**config.mk**
```make
export PLATFORM = sky130hd
export DESIGN_NAME = float_to_int
export DESIGN_NICKNAME = d
export VERILOG_FILES = /design/src/rtl/fp_pkg.sv /design/src/rtl/fp_align_shifter.sv /design/src/rtl/float_to_int.sv
export SDC_FILE = /design/constraint.sdc
export NUM_CORES = 1
export LEC_CHECK = 0
export BUFFER_PORTS_ARGS = -buffer_cell sky130_fd_sc_hd__buf_2
export CAP_MARGIN = 20
export CORE_ASPECT_RATIO = 1.25
export CORE_MARGIN = 10
export CORE_UTILIZATION = 55
export DETAILED_ROUTE_END_ITERATION = 7
export PLACE_DENSITY = 0.77
export SYNTH_ARGS = -nofsm -noshare
export SYNTH_HDL_FRONTEND = slang
export SYNTH_SLANG_ARGS = --single-unit
```
**constraint.sdc**
```tcl
create_clock -name clk -period 3.3 [get_ports clk]
set_clock_uncertainty 0.2 [all_clocks]
set_input_delay 0.165 -clock clk [delete_from_list [all_inputs] [get_ports clk]]
set_output_delay 0.165 -clock clk [all_outputs]
set_load 0.1 [all_outputs]
```
**src/rtl/fp_pkg.sv**
```systemverilog
// Shared definitions for the float<->int converters: IEEE-754 single field
// widths, 32-bit integer limits, the common converter state encoding and the
// operand classification used by float_to_int.
package fp_pkg;

  localparam int FP_EXP_W    = 8;
  localparam int FP_MAN_W    = 23;
  localparam int FP_EXP_BIAS = 127;

  localparam logic [31:0] INT32_MAX = 32'h7FFF_FFFF;
  localparam logic [31:0] INT32_MIN = 32'h8000_0000;

  // Sequencing shared by both converter directions.
  typedef enum logic [2:0] {
    ST_IDLE    = 3'd0,
    ST_UNPACK  = 3'd1,
    ST_ALIGN   = 3'd2,
    ST_CONVERT = 3'd3,
    ST_DONE    = 3'd4
  } conv_state_e;

  // Operand classes that pick how the integer result is formed.
  typedef enum logic [2:0] {
    CLS_NORMAL = 3'd0,
    CLS_SMALL  = 3'd1,
    CLS_BIG    = 3'd2,
    CLS_INF    = 3'd3,
    CLS_NAN    = 3'd4
  } fp_class_e;

  // NaN/Inf take priority; the all-ones exponent would otherwise look "big".
  function automatic fp_class_e fp_classify(
    input logic [FP_EXP_W-1:0] exp,
    input logic [FP_MAN_W-1:0] man,
    input logic signed [8:0]   e
  );
    fp_class_e cls;
    if (exp == 8'hFF && man != '0) begin
      cls = CLS_NAN;
    end else if (exp == 8'hFF) begin
      cls = CLS_INF;
    end else if (e < 9'sd0) begin
      cls = CLS_SMALL;
    end else if (e >= 9'sd31) begin
      cls = CLS_BIG;
    end else begin
      cls = CLS_NORMAL;
    end
    return cls;
  endfunction

endpackage

```
**src/rtl/fp_align_shifter.sv**
```systemverilog
// Combinational bidirectional barrel shift that places the 24-bit significand
// at its integer weight. Bits shifted out on the right are dropped, which is
// what makes the conversion truncate toward zero.
module fp_align_shifter
  import fp_pkg::*;
(
  input  logic [FP_MAN_W:0] sig_i,
  input  logic signed [8:0] e_i,
  output logic [31:0]       mag_o
);

  logic [31:0] sig_ext;
  logic [4:0]  lsh;
  logic [4:0]  rsh;

  // Shift distances only need 5 bits over the range where they are used.
  assign sig_ext = {8'b0, sig_i};
  assign lsh     = e_i[4:0] - 5'd23;
  assign rsh     = 5'd23 - e_i[4:0];

  // Left shift for e in [23,31], right shift for e in [0,22]; outside that
  // range the caller substitutes a class-specific result, so return zero.
  always_comb begin
    mag_o = '0;
    if (e_i >= 9'sd23 && e_i <= 9'sd31) begin
      mag_o = sig_ext << lsh;
    end else if (e_i >= 9'sd0 && e_i < 9'sd23) begin
      mag_o = sig_ext >> rsh;
    end
  end

endmodule

```
**src/rtl/float_to_int.sv**
```systemverilog
// Sequential IEEE-754 single -> signed 32-bit integer converter.
// Truncates toward zero, saturates on overflow, maps NaN to NAN_VALUE.
//
// Handshake: an operand is taken on a rising edge where input_a_stb and
// input_a_ack are both high; a result is handed off on a rising edge where
// output_z_stb and output_z_ack are both high. Only one operation is in
// flight, so input_a_ack stays low from acceptance until handoff. All
// outputs are driven straight from registers.
module float_to_int
  import fp_pkg::*;
#(
  parameter logic [31:0] NAN_VALUE = 32'h8000_0000
) (
  input  logic        clk,
  input  logic        rst,
  input  logic [31:0] input_a,
  input  logic        input_a_stb,
  output logic        input_a_ack,
  output logic [31:0] output_z,
  output logic        output_z_stb,
  input  logic        output_z_ack,
  output logic        output_ovf,
  output logic [2:0]  state_dbg_o
);

  conv_state_e         state_q, state_d;
  logic                ack_q, ack_d;
  logic                stb_q, stb_d;
  logic [31:0]         a_q, a_d;
  logic                s_q, s_d;
  logic [FP_MAN_W-1:0] man_q, man_d;
  logic signed [8:0]   e_q, e_d;
  fp_class_e           cls_q, cls_d;
  logic [31:0]         mag_q, mag_d;
  logic [31:0]         z_q, z_d;
  logic                ovf_q, ovf_d;
  logic [31:0]         shift_mag;

  fp_align_shifter u_shift (
    .sig_i (({1'b1, man_q})),
    .e_i   (e_q),
    .mag_o (shift_mag)
  );

  // State and datapath registers; reset discards any in-flight operand.
  always_ff @(posedge clk or negedge rst) begin
    if (!rst) begin
      state_q <= ST_IDLE;
      ack_q   <= 1'b0;
      stb_q   <= 1'b0;
      a_q     <= '0;
      s_q     <= 1'b0;
      man_q   <= '0;
      e_q     <= '0;
      cls_q   <= CLS_SMALL;
      mag_q   <= '0;
      z_q     <= '0;
      ovf_q   <= 1'b0;
    end else begin
      state_q <= state_d;
      ack_q   <= ack_d;
      stb_q   <= stb_d;
      a_q     <= a_d;
      s_q     <= s_d;
      man_q   <= man_d;
      e_q     <= e_d;
      cls_q   <= cls_d;
      mag_q   <= mag_d;
      z_q     <= z_d;
      ovf_q   <= ovf_d;
    end
  end

  // Next-state and per-stage datapath updates; everything holds by default.
  always_comb begin
    state_d = state_q;
    ack_d   = ack_q;
    stb_d   = stb_q;
    a_d     = a_q;
    s_d     = s_q;
    man_d   = man_q;
    e_d     = e_q;
    cls_d   = cls_q;
    mag_d   = mag_q;
    z_d     = z_q;
    ovf_d   = ovf_q;
    case (state_q)
      ST_IDLE: begin
        // ack comes up one edge after reset release or after a handoff.
        ack_d = 1'b1;
        if (input_a_stb && ack_q) begin
          a_d     = input_a;
          ack_d   = 1'b0;
          state_d = ST_UNPACK;
        end
      end
      ST_UNPACK: begin
        s_d     = a_q[31];
        man_d   = a_q[FP_MAN_W-1:0];
        e_d     = 9'({1'b0, a_q[30:23]}) - 9'(FP_EXP_BIAS);
        cls_d   = fp_classify(a_q[30:23], a_q[FP_MAN_W-1:0], e_d);
        state_d = ST_ALIGN;
      end
      ST_ALIGN: begin
        mag_d   = shift_mag;
        state_d = ST_CONVERT;
      end
      ST_CONVERT: begin
        case (cls_q)
          CLS_NAN: begin
            z_d   = NAN_VALUE;
            ovf_d = 1'b1;
          end
          CLS_INF: begin
            z_d   = s_q ? INT32_MIN : INT32_MAX;
            ovf_d = 1'b1;
          end
          CLS_SMALL: begin
            // Sign is ignored: -0.0 and negative fractions become +0.
            z_d   = '0;
            ovf_d = 1'b0;
          end
          CLS_BIG: begin
            // -2^31 is the one big value that is exactly representable.
            if (s_q && e_q == 9'sd31 && man_q == '0) begin
              z_d   = INT32_MIN;
              ovf_d = 1'b0;
            end else begin
              z_d   = s_q ? INT32_MIN : INT32_MAX;
              ovf_d = 1'b1;
            end
          end
          default: begin
            z_d   = s_q ? (~mag_q + 32'd1) : mag_q;
            ovf_d = 1'b0;
          end
        endcase
        stb_d   = 1'b1;
        state_d = ST_DONE;
      end
      ST_DONE: begin
        if (output_z_ack) begin
          stb_d   = 1'b0;
          ack_d   = 1'b1;
          state_d = ST_IDLE;
        end
      end
      default: begin
        state_d = ST_IDLE;
        ack_d   = 1'b0;
        stb_d   = 1'b0;
      end
    endcase
  end

  assign input_a_ack  = ack_q;
  assign output_z_stb = stb_q;
  assign output_z     = z_q;
  assign output_ovf   = ovf_q;
  assign state_dbg_o  = state_q;

endmodule

```
==> impl_metrics.tcl, run 1 <==
set metrics [dict create \
    rows 52 \
    critPathKind "register to register" \
    synth_area_leaders "dfrtp_1, mux2_2, nand2_1, mux2i_1, mux4_2" \
    place_area_um2 9660 \
    synthArstFlopShare_pct 100 \
    relSlewSlack_pct 40.8 \
    io_buffers 73 \
    finalCritPeriodShare_pct 94.1 \
    dieWidth_um 134 \
    tightestPinTransition_ns 0.882 \
    rrSetupSlack_ns 0.20 \
    fin_cells 1297 \
    endpoint_kind "register" \
    wl_um 27000 \
    synth_top_area_share_pct 38.2 \
    period_needed_ns 3.10 \
    worst_skew_pair.late_latency_ns 0.44 \
    slowest_delay_ns 0.68 \
    crit_chain "ha_1 > mux2_2 > mux2_2 > mux2_2 > a2bb2oi_1 > nand2_1 > a32o_1" \
    syn_area_per_cell_um2 9.24 \
    area_delta_synth_final_pct 18.3 \
    syn_area_um2 8980 \
    ys_ff_latch 138 \
    post_drt_wl_per_cell_um 20.8 \
    dpl.cell_count 1230 \
    cts_buffers 17 \
    yosys.cell_types.count 63 \
    die_area_um2 21900 \
    vias_per_cell 6.12 \
    clock_sinks 138 \
    cpMostUsedCell "mux2_2" \
    post-cts-setup-buffers 0 \
    cp.buffers_inverters 0 \
    grt_overflow 0 \
    drv_cap 0 \
    fin_nets 1113 \
    synth-edff-count 0 \
    clockBufferDepth 2 \
    start_util_pct 55.7 \
    fin_area_um2 10600 \
    vias 7936 \
    core_um2 16100 \
    crit_slowest_cell "ha_1" \
    root_buffer "clkbuf_16" \
    worst_ep_required_time_ns 3.42 \
    setup_ws_ns 0.196 \
    yosys.area.top_type "dfrtp_1" \
    drt_pre_antenna_iters 5 \
    hold_viol_final 0 \
    multi_input_area_um2 5190 \
    io_pins 74 \
    setup_tns_ns 0 \
    rr_startpoint "e_q[1]" \
    ff_latch_area_um2 3460 \
    n_fill_cell 1337 \
    reg2reg_to "mag_q[24]" \
    antenna_cells 0 \
    place_congestion 0.986 \
    crit_path_max_fanout 15 \
    path_clk_slew_ns 0.06 \
    grt_pass1_wl_um 43800 \
    cp-start-kind "register" \
    postRouteAntennaNets 0 \
    grt_max_degree 66 \
    dp_worst_setup_slack_ns 0.149 \
    grt_pass1_vias 8151 \
    dr.first_iter.drc_count 696 \
    htreeDepth 4 \
    crit_arrival_ns 3.22 \
    synthFlopType "dfrtp_1" \
    ys_warn_count 0 \
    synth-seq-area-share_pct 38.5 \
    syn_nets 1017 \
    report.final.slew_viol_count 0 \
    antenna_found_initial 0 \
    cts_tree "done" \
    outcome "finished clean" \
    syn_inst 972 \
    clock.fmax_mhz 322 \
    grt.total_usage_pct 25.1 \
    worst_path_dominant_cell_family "multiplexers" \
    grt_setup_unrepaired "no" \
    drc_errors 0 \
    r2r_cells 7 \
    hp-class "input port to asynchronous set/reset pin" \
    die-height_um 163 \
    finalSetupViolCount 0 \
    hpwl_um 19500 \
    drive_above_1_share_pct 23.0 \
]
-- cell usage after synthesis, types with 4 or more instances --
master	n
o311ai_0	5
o41ai_1	5
nand4_1	5
o221ai_1	5
nor2_1	87
a2bb2oi_1	5
xnor2_1	20
o31ai_1	12
nor3_1	13
or3_1	6
mux2_2	71
a21oi_1	50
or4_1	7
xor2_1	20
clkbuf_1	49
a211oi_1	8
a22oi_1	5
inv_1	14
nand2b_1	10
o211ai_1	15
o22ai_1	5
nand2_1	144
nor2b_1	4
nand3_1	23
nor4_1	15
a31oi_1	5
a221o_1	4
mux2i_1	48
o21a_1	12
dfrtp_1	137
o21ai_0	63
buf_1	7
mux4_2	19
and3_1	7
buf_2	13
ha_1	9
-- worst register-to-register path, cell delays in order, from the launching register on --
cell       delay [ns]
dfrtp_1          0.41
ha_1             0.68
mux2_2           0.44
mux2_2           0.29
mux2_2           0.28
a2bb2oi_1        0.30
nand2_1          0.11
a32o_1           0.28
-- flip-flops by register name, indices dropped and copies added (netlist names) --
name / flops
output_ovf: 1
output_z: 32
mag_q: 32
output_z_stb: 1
state_dbg_o: 3
e_q: 9
cls_q: 3
input_a_ack: 1
man_q: 23
s_q: 1
a_q: 32
-- metal layers --
| metal | GRT usage, % | vias up | wire (µm) |
|---|---|---|---|
| met3 | 5.03 | 76 | 1590 |
| li1 | - | 3741 | - |
| met2 | 42.2 | 284 | 13400 |
| met5 | 0 | - | 0 |
| met4 | 15.0 | 0 | 1400 |
| met1 | 29.1 | 3835 | 10600 |
-- stage by stage --
| step | util (%) | hold slack [ns] |
|---|---|---|
| floorplan | - | -0.331 |
| global placement | 59.9 | -0.0171 |
| detailed placement | 59.9 | -0.0121 |
| CTS | 65.8 | 0.107 |
| global route | 65.9 | 0.159 |
| finish | 65.9 | 0.0795 |
-- how the worst max path moves through the flow --
stage	startpoint	slack (ns)	cells after the start	end
CTS	e_q[6]	0.13	9	mag_q[16]
floorplan	e_q[0]	0.005	13	mag_q[16]
finish	e_q[1]	0.20	7	mag_q[24]
detailed placement	e_q[6]	0.15	9	mag_q[16]
global route	e_q[0]	0.04	8	mag_q[16]
global placement	e_q[6]	0.22	9	mag_q[16]
-- cells by family (layout without fill, tap and decap cells) --
kind of cell             count (synthesis)  count (layout)  synth area share, %
AO/OA/AOI/OAI                          226             226                 16.7
XOR/XNOR                                41              41                 4.08
adder cells (fa/ha/maj)                  9               9                 1.25
buffers and inverters                   86             195                 3.86
flip-flops                             138             138                 38.5
multiplexers                           138             138                 19.0
AND/OR/NAND/NOR                        334             334                 16.6
-- final cells by class --
type,instances,area share [%]
multi-input cells,748,48.9
flip-flops and latches,138,32.5
repair buffers,147,9.78
clock buffers,19,4.17
well taps,216,2.54
clock inverters,13,1.57
inverters,16,0.565
-- cells in the final DEF, fill, tap and decap left out, drive strengths merged, types with 19 or more instances in the layout --
| cell type | n |
|---|---|
| a21oi | 50 |
| buf | 112 |
| clkbuf | 19 |
| dfrtp | 137 |
| dlygate4sd3 | 35 |
| mux2 | 71 |
| mux2i | 48 |
| mux4 | 19 |
| nand2 | 144 |
| nand3 | 23 |
| nor2 | 87 |
| o21ai | 63 |
| xnor2 | 21 |
| xor2 | 20 |
-- repair_timing --
item	CTS	global route
gates resized for setup	0	1
hold buffers	35	0
hold endpoints to repair	99	0
endpoints found under the setup margin	0	2
Power of run 1 is left out: the tool's default activity adds up to more than one toggle a clock period on the data nets, which glitch-free logic cannot reach.
==> run 2: changes to the inputs <==
- CORE_UTILIZATION: 55 -> 56
- PLACE_DENSITY: 0.77 -> 0.78
- SYNTH_HIERARCHICAL: not set -> 1
==> impl_metrics.tcl, run 2 <==
set metrics [dict create \
    worst_skew_pair.late_latency_ns 0.43 \
    start_util_pct 57.2 \
    layout_commonest_cell "nand2_1" \
    drv_cap 0 \
    critPathKind "register to register" \
    dr.first_iter.drc_count 749 \
    antenna_cells 0 \
    yosys.cell_types.count 83 \
    slowest_delay_ns 0.65 \
    grt_pass1_wl_um 45900 \
    clockBufferDepth 2 \
    wl_um 28600 \
    die_area_um2 22900 \
    yosys.area.top_type "dfrtp_1" \
    synth_compound_area_share_pct 13.8 \
    grt.total_usage_pct 25.1 \
    crit_arrival_ns 3.38 \
    cts_buffers 17 \
    synth_fa_ha_area_share_pct 0.909 \
    antenna_found_initial 0 \
    rows 53 \
    tightestPinTransition_ns 0.827 \
    clock.fmax_mhz 311 \
    post_drt_wl_per_cell_um 21.4 \
    yosysMostFrequentCell "nand2_1" \
    syn_inst 997 \
    vias_per_cell 6.34 \
    ys_ff_latch 138 \
    setup_tns_ns 0 \
    post-cts-setup-buffers 0 \
    place_congestion 0.987 \
    hp-class "input port to asynchronous set/reset pin" \
    clock_sinks 138 \
    synthSimpleGateAreaFrac_pct 19.2 \
    synthTopCellsByCount "nand2_1, dfrtp_1, mux2_2, nor2_1, o21ai_0" \
    period_needed_ns 3.22 \
    syn_area_per_cell_um2 9.67 \
    hold_viol_final 0 \
    hpwl_um 20500 \
    dieWidth_um 137 \
    core_um2 16800 \
    postRouteAntennaNets 0 \
    cts_tree "done" \
    crit_path_max_fanout 8 \
    multi_input_area_um2 5820 \
    grt_setup_unrepaired "no" \
    relSlewSlack_pct 44.3 \
    outcome "finished clean" \
    io_pins 74 \
    synth_mux_area_share_pct 22.6 \
    grt_overflow 0 \
    drt_pre_antenna_iters 7 \
    finalSetupViolCount 0 \
    fin_nets 1151 \
    synth_area_leaders "dfrtp_1, mux4_2, mux2_2, nand2_1, mux2i_1" \
    layout_common_cells "nand2_1, dfrtp_1, mux2_2" \
    vias 8502 \
    io_buffers 73 \
    drc_errors 0 \
    synthArstFlopShare_pct 100 \
    drive_above_1_share_pct 27.0 \
    finalCritPeriodShare_pct 97.5 \
    die-height_um 167 \
    worst_ep_required_time_ns 3.47 \
    ys_warn_count 6 \
    endpoint_kind "register" \
    cp-start-kind "register" \
    htreeDepth 4 \
    area_delta_synth_final_pct 16.8 \
    grt_max_degree 84 \
    synth-edff-count 0 \
    path_clk_slew_ns 0.06 \
    grt_pass1_vias 8469 \
    crit_chain "ha_1 > buf_4 > mux4_2 > inv_1 > o21ai_0 > o211ai_1 > a21oi_1 > mux2_2" \
    synth_xor_area_share_pct 3.10 \
    synth_top_area_share_pct 35.6 \
    synthFlopType "dfrtp_1" \
    syn_area_um2 9640 \
    ff_latch_area_um2 3460 \
    n_fill_cell 1352 \
    report.final.slew_viol_count 0 \
    root_buffer "clkbuf_16" \
    synth_top_family_by_area "multiplexers" \
    crit_slowest_cell "o21ai_0" \
    synth-seq-area-share_pct 35.8 \
]
## run 2: cell type report
cell class                      count  share of cell area [%]
Multi-Input combinational cell    781                    51.7
Tap cell                          220                    2.45
Clock buffer                       18                    3.81
Inverter                           17                   0.567
Clock inverter                     14                    1.31
Sequential cell                   138                    30.7
Timing Repair Buffer              153                    9.42
## run 2: cells by family after synthesis
kind of cell / Yosys count
mux: 154
buf+inv: 85
flops: 138
compound gates: 206
xor+xnor: 32
fa+ha+maj: 7
simple gates: 374
other cells: 1
## run 2: through the flow
| stage | hold slack (ns) | utilization (%) | instance area, µm² | setup slack, ns | cells |
|---|---|---|---|---|---|
| after floorplan | -0.331 | - | 9670 | 0.326 | 1004 |
| after CTS | 0.212 | 66.7 | 11200 | 0.0235 | 1341 |
| after global routing | 0.224 | 66.8 | 11300 | 0.0194 | 1341 |
| after global placement | 0.0665 | 61.2 | 10300 | 0.190 | 1274 |
| final | 0.128 | 66.8 | 11300 | 0.0829 | 1341 |
| after detailed placement | 0.0734 | 61.2 | 10300 | 0.0840 | 1274 |
## run 2: timing repair
action	4_1_cts	5_1_grt
setup endpoints to repair	0	21
hold buffers	35	0
resized for setup	0	5
hold endpoints to repair	115	0
## run 2: worst paths after layout
check | slack [ns] | cells past startpoint | end | startpoint
min in group clk | 0.28 | 4 | a_q[23] | input_a[23]
worst min-delay path | 0.13 | 2 | mag_q[24] | rst
worst max-delay path | 0.08 | 8 | mag_q[31] | e_q[0]
worst min register to register | 0.29 | 2 | man_q[9] | a_q[9]
max in group asynchronous | 1.95 | 3 | a_q[18] | rst
worst max register to register | 0.08 | 8 | mag_q[31] | e_q[0]
## run 2: layer usage
metal | global-route usage [%] | share of wire, %
met5 | 0 | 0
met4 | 13.8 | 5.3
met3 | 5.12 | 6.1
met2 | 41.4 | 50
met1 | 29.8 | 39
## run 2: worst max-delay path, delay by kind of cell (launching register included)
kind / cells / cell delay [ns]
flip-flops: 1 / 0.43
AO/OA/AOI/OAI: 3 / 1.22
buffers and inverters: 2 / 0.30
multiplexers: 2 / 0.58
adder cells (fa/ha/maj): 1 / 0.41
Power of run 2 is left out for the same reason.
==> run 3: changes to the inputs <==
- ABC_AREA: not set -> 1
- CORE_UTILIZATION: 56 -> 60
- PLACE_DENSITY: 0.78 -> 0.8
- clock period: 3.3 -> 3.25 ns (I/O delays scaled with it)
==> impl_metrics.tcl, run 3 <==
set metrics [dict create \
    outcome "finished clean" \
    ys_ff_latch 138 \
    hp-class "input port to asynchronous set/reset pin" \
    vias_per_cell 5.78 \
    syn_area_per_cell_um2 6.61 \
    dpl.cell_count 1657 \
    crit_arrival_ns 2.81 \
    root_buffer "clkbuf_16" \
    dr.first_iter.drc_count 965 \
    period_needed_ns 2.67 \
    endpoint_kind "register" \
    layout_common_cells "nand2_1, nand3_1, nor2_1" \
    die_area_um2 21100 \
    start_util_pct 60.7 \
    cts_tree "done" \
    io_buffers 73 \
    clockBufferDepth 2 \
    fin_cells 1724 \
    antenna_found_initial 0 \
    synth_top_area_share_pct 36.6 \
    final_core_util_pct 69.4 \
    tightestPinTransition_ns 0.913 \
    layout_commonest_cell "nand2_1" \
    drt_pre_antenna_iters 6 \
    antenna_cells 0 \
    topRoutingLayerUsed "met4" \
    clock.fmax_mhz 374 \
    worst_path_dominant_cell_family "simple AND/OR/NAND/NOR gates" \
    wl_met1_um 11400 \
    htreeDepth 4 \
    path_clk_slew_ns 0.06 \
    synth_area_leaders "dfrtp_1, nand2_1, nand3_1, nor2_1, a21oi_1" \
    yosysMostFrequentCell "nand2_1" \
    cp.buffers_inverters 0 \
    drv_cap 0 \
    drc_errors 0 \
    syn_area_um2 9370 \
    cts_resized 0 \
    yosys.area.top_type "dfrtp_1" \
    worst_ep_required_time_ns 3.39 \
    routed-wl-met2_um 14700 \
    dieWidth_um 132 \
    die-height_um 160 \
    grt_setup_unrepaired "no" \
    worst_skew_pair.late_latency_ns 0.43 \
    cts_buffers 17 \
    crit_slowest_cell "nor2_4" \
    area_delta_synth_final_pct 14.4 \
    vias 9972 \
    wl_um 29200 \
    crit_path_max_fanout 32 \
    crit_chain "nand2_1 > nor2_1 > a211oi_1 > ha_1 > o21bai_4 > nand2_4 > nor2_4 > o21ai_1 > nand2_1 > nor2_1 > a21oi_1" \
    report.final.slew_viol_count 0 \
    slowest_delay_ns 0.53 \
    grt_pass1_wl_um 48600 \
    io_pins 74 \
    grt_pass1_vias 9638 \
    hpwl_um 21500 \
    yosys.cell_types.count 40 \
    setup_tns_ns 0 \
    place_congestion 1.04 \
    synthTopCellsByCount "nand2_1, nand3_1, nor2_1, dfrtp_1, a21oi_1" \
    drive_above_1_share_pct 11.5 \
    grt_max_degree 65 \
    grt_overflow 0 \
    synth-edff-count 0 \
    grt.total_usage_pct 27.7 \
    ys_warn_count 6 \
    crit_cells 11 \
    critPathKind "register to register" \
    n_fill_cell 1401 \
    synthArstFlopShare_pct 100 \
    clock_sinks 138 \
    postRouteAntennaNets 0 \
    fin_nets 1542 \
    syn_inst 1419 \
    r2r_cells 11 \
    synth-seq-area-share_pct 36.9 \
    rows 51 \
    synthFlopType "dfrtp_1" \
    met3_wirelength_um 1680 \
    finalCritPeriodShare_pct 82.3 \
    cp-start-kind "register" \
    post_drt_wl_per_cell_um 16.9 \
    relSlewSlack_pct 39.2 \
    hold_viol_final 0 \
    core_um2 15400 \
    finalSetupViolCount 0 \
]
## run 3: through the flow
| step | setup WS (ns) | hold WS [ns] | instance area (µm²) |
|---|---|---|---|
| after floorplan | 0.466 | -0.333 | 9380 |
| after global placement | 0.713 | -0.0547 | 9790 |
| after detailed placement | 0.619 | -0.0489 | 9790 |
| after CTS | 0.584 | 0.0797 | 10700 |
| after global routing | 0.274 | 0.113 | 10700 |
| final | 0.576 | 0.0686 | 10700 |
## run 3: per-layer routing
layer | global-route usage [%] | vias up
met4 | 15.3 | 0
li1 | - | 4836
met3 | 4.02 | 96
met5 | 0 | -
met1 | 31.7 | 4582
met2 | 48.7 | 458
## run 3: timing repair
action | CTS | global route
hold endpoints to repair | 148 | 0
buffers inserted | 0 | 0
hold buffers | 35 | 0
## run 3: cell type report
class	instances	area, µm²	area share, %
flip-flops and latches	138	3450	32.2
inverters	110	413	3.85
multi-input cells	1101	5100	47.6
clock inverters	10	92.6	0.864
well taps	212	265	2.47
repair buffers	131	907	8.46
clock buffers	22	484	4.52
## run 3: path summary, 6_finish.rpt
path                       slack [ns]  startpoint        end
max                              0.58      e_q[2]  mag_q[25]
min                              0.07         rst   mag_q[0]
max reg2reg                      0.58      e_q[2]  mag_q[25]
min reg2reg                      0.28     a_q[31]        s_q
max in group asynchronous        2.06         rst  mag_q[27]
min in group clk                 0.28     a_q[31]        s_q
## run 3: kinds of logic (layout without fill, tap and decap cells)
group,after synthesis,count (layout),share of synthesized area [%]
adder cells (fa/ha/maj),7,7,0.934
buffers and inverters,182,273,8.77
flip-flops,138,138,36.9
AND/OR/NAND/NOR,863,863,40.2
XOR/XNOR,4,4,0.374
other,1,3,0.0400
AO/OA/AOI/OAI,220,220,12.3
multiplexers,4,4,0.480
Power of run 3 is left out for the same reason.
